### src/rtl/square_arbiter.sv
`timescale 1ns/1ps
// Round-robin arbiter that shares one external square unit among N_REQ requesters.
// Each grant issues one operand, waits for the result (bounded by TIMEOUT),
// and returns it to the winner with a one-cycle done pulse.
module square_arbiter #(
  parameter int unsigned N_REQ   = 4,
  parameter int unsigned WIDTH   = 16,
  parameter int unsigned TIMEOUT = 15
) (
  input  logic                   clk_in,
  input  logic                   rst_n_in,
  input  logic [N_REQ-1:0]       req_in,
  input  logic [N_REQ*WIDTH-1:0] value_in,
  output logic [N_REQ-1:0]       grant_out,
  output logic [N_REQ-1:0]       done_out,
  output logic [WIDTH-1:0]       result_out,
  output logic                   error_out,
  output logic                   busy_out,
  output logic                   sq_ready_out,
  output logic [WIDTH-1:0]       sq_value_out,
  input  logic                   sq_busy_in,
  input  logic                   sq_valid_in,
  input  logic [WIDTH-1:0]       sq_result_in
);

  localparam int unsigned IDX_W = (N_REQ > 1) ? $clog2(N_REQ) : 1;
  localparam int unsigned CNT_W = $clog2(TIMEOUT + 1);
  localparam logic [IDX_W-1:0] LAST_IDX = IDX_W'(N_REQ - 1);
  // Counter value in the final allowed ISSUE/WAIT cycle
  localparam logic [CNT_W-1:0] CNT_LAST = CNT_W'(TIMEOUT - 1);

  typedef enum logic [1:0] {S_IDLE, S_ISSUE, S_WAIT, S_DONE} state_t;

  state_t           state;
  logic [IDX_W-1:0] ptr;
  logic [IDX_W-1:0] winner;
  logic [CNT_W-1:0] cnt;
  logic [IDX_W-1:0] rr_idx;
  logic             rr_found;
  int unsigned      cand;

  // Busy is a pure decode of the state
  assign busy_out = (state != S_IDLE);

  // First active requester at or after ptr, wrapping at N_REQ
  always_comb begin
    rr_idx   = ptr;
    rr_found = 1'b0;
    cand     = 0;
    for (int unsigned i = 0; i < N_REQ; i++) begin
      cand = 32'(ptr) + i;
      if (cand >= N_REQ) cand = cand - N_REQ;
      if (!rr_found && req_in[IDX_W'(cand)]) begin
        rr_found = 1'b1;
        rr_idx   = IDX_W'(cand);
      end
    end
  end

  // Arbitration FSM with registered handshake and result outputs
  always_ff @(posedge clk_in or negedge rst_n_in) begin
    if (!rst_n_in) begin
      state        <= S_IDLE;
      ptr          <= '0;
      winner       <= '0;
      cnt          <= '0;
      grant_out    <= '0;
      done_out     <= '0;
      result_out   <= '0;
      error_out    <= 1'b0;
      sq_ready_out <= 1'b0;
      sq_value_out <= '0;
    end else begin
      done_out     <= '0;
      error_out    <= 1'b0;
      sq_ready_out <= 1'b0;
      case (state)
        S_IDLE: begin
          if (rr_found) begin
            winner       <= rr_idx;
            grant_out    <= N_REQ'(1) << rr_idx;
            sq_value_out <= value_in[32'(rr_idx)*WIDTH +: WIDTH];
            cnt          <= '0;
            sq_ready_out <= !sq_busy_in;
            state        <= S_ISSUE;
          end
        end
        S_ISSUE: begin
          if (cnt == CNT_LAST) begin
            result_out <= '0;
            error_out  <= 1'b1;
            done_out   <= grant_out;
            state      <= S_DONE;
          end else begin
            cnt <= cnt + 1'b1;
            if (sq_ready_out) state <= S_WAIT;
            else              sq_ready_out <= !sq_busy_in;
          end
        end
        S_WAIT: begin
          // A valid result wins over a coincident timeout
          if (sq_valid_in) begin
            result_out <= sq_result_in;
            done_out   <= grant_out;
            state      <= S_DONE;
          end else if (cnt == CNT_LAST) begin
            result_out <= '0;
            error_out  <= 1'b1;
            done_out   <= grant_out;
            state      <= S_DONE;
          end else begin
            cnt <= cnt + 1'b1;
          end
        end
        S_DONE: begin
          grant_out    <= '0;
          sq_value_out <= '0;
          ptr          <= (winner == LAST_IDX) ? '0 : winner + 1'b1;
          state        <= S_IDLE;
        end
        default: state <= S_IDLE;
      endcase
    end
  end

endmodule
### config.mk
export PLATFORM = sky130hd
export DESIGN_NAME = square_arbiter
export DESIGN_NICKNAME = d
export VERILOG_FILES = /design/src/rtl/square_arbiter.sv
export SDC_FILE = /design/constraint.sdc
export NUM_CORES = 1
export LEC_CHECK = 0
export CORE_AREA = 2 2 82 84
export DETAILED_ROUTE_END_ITERATION = 10
export DIE_AREA = 0 0 84 86
export MAX_ROUTING_LAYER = met4
export PLACE_DENSITY = 0.81
export SYNTH_ARGS = -nofsm -noshare
export SYNTH_HDL_FRONTEND = slang
export SYNTH_SLANG_ARGS = --single-unit
### constraint.sdc
create_clock -name clk_in -period 2.75 [get_ports clk_in]
set_input_delay 0.55 -clock clk_in [delete_from_list [all_inputs] [get_ports clk_in]]
set_output_delay 0.55 -clock clk_in [all_outputs]
set_load 0.01 [all_outputs]
==> out/metrics.cfg <==
[cells_and_area]
nets=456
antennaDiodeCount=0
drive_above_1_share_pct=9.392
final_cell_area_sq_um=4109
syn_to_final_growth_pct=53.10
mostFrequentLayoutCells=clkdlybuf4s50_1, dfrtp_1, mux2i_1
final_common_cell=clkdlybuf4s50_1

[pwr]
ir_drop_uv=482.1
power_density_nw_per_um2=900.9
cellLeakagePower_nw=1.809

[floorplanning]
boundaryPins=131
start_util_pct=42.75
die_h_um=86
dieArea_sq_um=7224
core_area_sq_um=6277
die_x_um=84
rows=29

[worst_hold_path]
min_path_type=in -> async

[logic_synthesis]
syn_nets=328
synth_seq_cells=52
synth_area_sq_um=2684
seq_area_frac_synth_pct=48.48
synth_enable_flop_cells=0
synthDistinctLibCells=43
yosys_warnings=0
synth_top_area_share_pct=48.48
synth.avg_cell_area_sq_um=11.52
yosys.area.top_type=dfrtp_1
async_flop_share_pct=100.0
syn_inst=233
synthFlopType=dfrtp_1
ys_top_cells_by_area=dfrtp_1, mux2i_1, a22o_1

[routing]
via_per_inst=5.189
route.detailed.drc=0
initialDrtViolationCount=72
wirelength_mm=6.600
dr.pass1.iters=4
detail-route-antenna-nets=0
post_drt_wl_per_cell_um=15.03
num_vias=2278

[grt]
gr-total-overflow=0
grt_pass1_vias=2326
antenna_found_initial=0
grt_pass1_wl_mm=10.69
grt_max_degree=53
grt.total_usage_pct=19.14

[place]
port_buffers=130
place_congestion=0.7741
place_area_sq_um=4014
dp_hpwl_mm=4.998

[clocking]
cts_setup_buffers=0
htreeDepth=2
cts_made_buffers=5
cts_tree=built
cts_sinks=52
clockBufferDepth=2
clk_pin_slew_ns=0.10
clk_latency_ns=0.31
cts_resized=0
ctsHoldBuffers=0
root_buffer=clkbuf_8

[sta]
period_needed_ns=2.362
setup_viol=0
fin_tns_setup_ns=0
slew-limit-headroom_pct=22.05
tightest_slew_ns=1.161
post-route-period-util_pct=85.89
fmax_mhz=423.4
drv_slew=0
hold_viol_final=0
fin_worst_skew_ns=0.009120
rsz0062_at_grt=false

[setup_path]
crit_required_ns=2.95
r2r-end=done_out[3]
cp_max_fo=17
critPathCaptureType=flip-flop
critical_path_class=reg -> reg
rrSetupSlack_ns=0.39
r2r_cells=6
timing.rr.start=state[0]
cp.arrival_ns=2.56
critPathLaunchType=flip-flop

[run_status]
status=complete, no violations

[flow_run]
drv_cap=0

[kinds of logic (layout without fill, tap and decap cells)]
family | count (synthesis) | in the layout | synth area share, %
compound gates | 56 | 56 | 18.65
mux | 34 | 34 | 12.77
simple gates | 64 | 64 | 11.89
flops | 52 | 52 | 48.48
buf+inv | 20 | 149 | 4.941
fa+ha+maj | 7 | 7 | 3.263
[critical path, stage by stage (launching register included)]
cell	delay [ns]
dfrtp_1	0.45
inv_1	0.09
ha_1	0.23
and2_1	0.17
o21ai_1	0.89
nor2_1	0.20
and2_1	0.23
[routing by layer]
layer	GRT usage (%)	wire length, um
met5	-	0
met4	4.399	88
met3	6.256	611
met2	31.49	3097
met1	23.13	2802
[synth_stat cells (2+ instances only)]
library cell  instances
dfrtp_1              52
mux2i_1              32
nand2_1              29
a22o_1               16
nor2_1                9
o21ai_0               9
o221ai_1              8
o221ai_2              8
ha_1                  7
inv_1                 7
and2_1                6
buf_6                 4
clkbuf_1              4
nor2b_1               3
a21oi_1               2
and3_1                2
buf_8                 2
mux2_2                2
nand3_1               2
nor2_2                2
o21a_1                2
o21ai_1               2
o21ai_2               2
o31ai_1               2
[flip-flops by register name, indices dropped and copies added (netlist names)]
register and count:
cnt 4, done_out 4, error_out 1, grant_out 4
ptr 2, result_out 16, sq_ready_out 1, sq_value_out 16
state 2, winner 2
[how the worst max path moves through the flow]
| stage | start | endpoint | slack [ns] | cells after the start |
|---|---|---|---|---|
| floorplan | req_in[0] | sq_value_out[10] | 1.0 | 7 |
| global placement | req_in[1] | sq_value_out[0] | 0.24 | 6 |
| detailed placement | sq_valid_in | done_out[0] | 0.12 | 5 |
| CTS | state[0] | done_out[0] | 0.35 | 6 |
| global route | state[0] | done_out[0] | 0.20 | 6 |
| finish | state[0] | done_out[3] | 0.39 | 6 |
[report_power, final]
part | switching, mW | total [mW] | internal (mW)
Combinational | 0.964 | 2.03 | 1.06
Sequential | 0.181 | 1.22 | 1.04
Clock | 0.265 | 0.451 | 0.186
Total | 1.41 | 3.70 | 2.29
[per-stage QoR]
step / worst slack [ns] / cells / power, mW / util, % / hold slack [ns]
2_1_floorplan: 0.9958 / 233 / 2.520 / - / 0.2544
4_1_cts: 0.3490 / 439 / 3.746 / 65.46 / 0.3624
6_report: 0.3880 / 439 / 3.702 / 65.46 / 0.3322
3_5_place_dp: 0.1205 / 431 / 3.285 / 63.94 / 0.4700
3_3_place_gp: 0.2400 / 431 / 3.245 / 63.94 / 0.4638
5_1_grt: 0.1973 / 439 / 3.977 / 65.46 / 0.3925
[final cells by class]
cell class                 instances  area (sq um)
multi-input combinational        161          1264
clock buffer                       5         68.82
clock inverter                     3         26.28
sequential                        52          1301
fill                             530          2168
inverter                           7         26.28
tap                               77         96.34
timing repair buffer             134          1326
(Power assumes the default switching activity.)
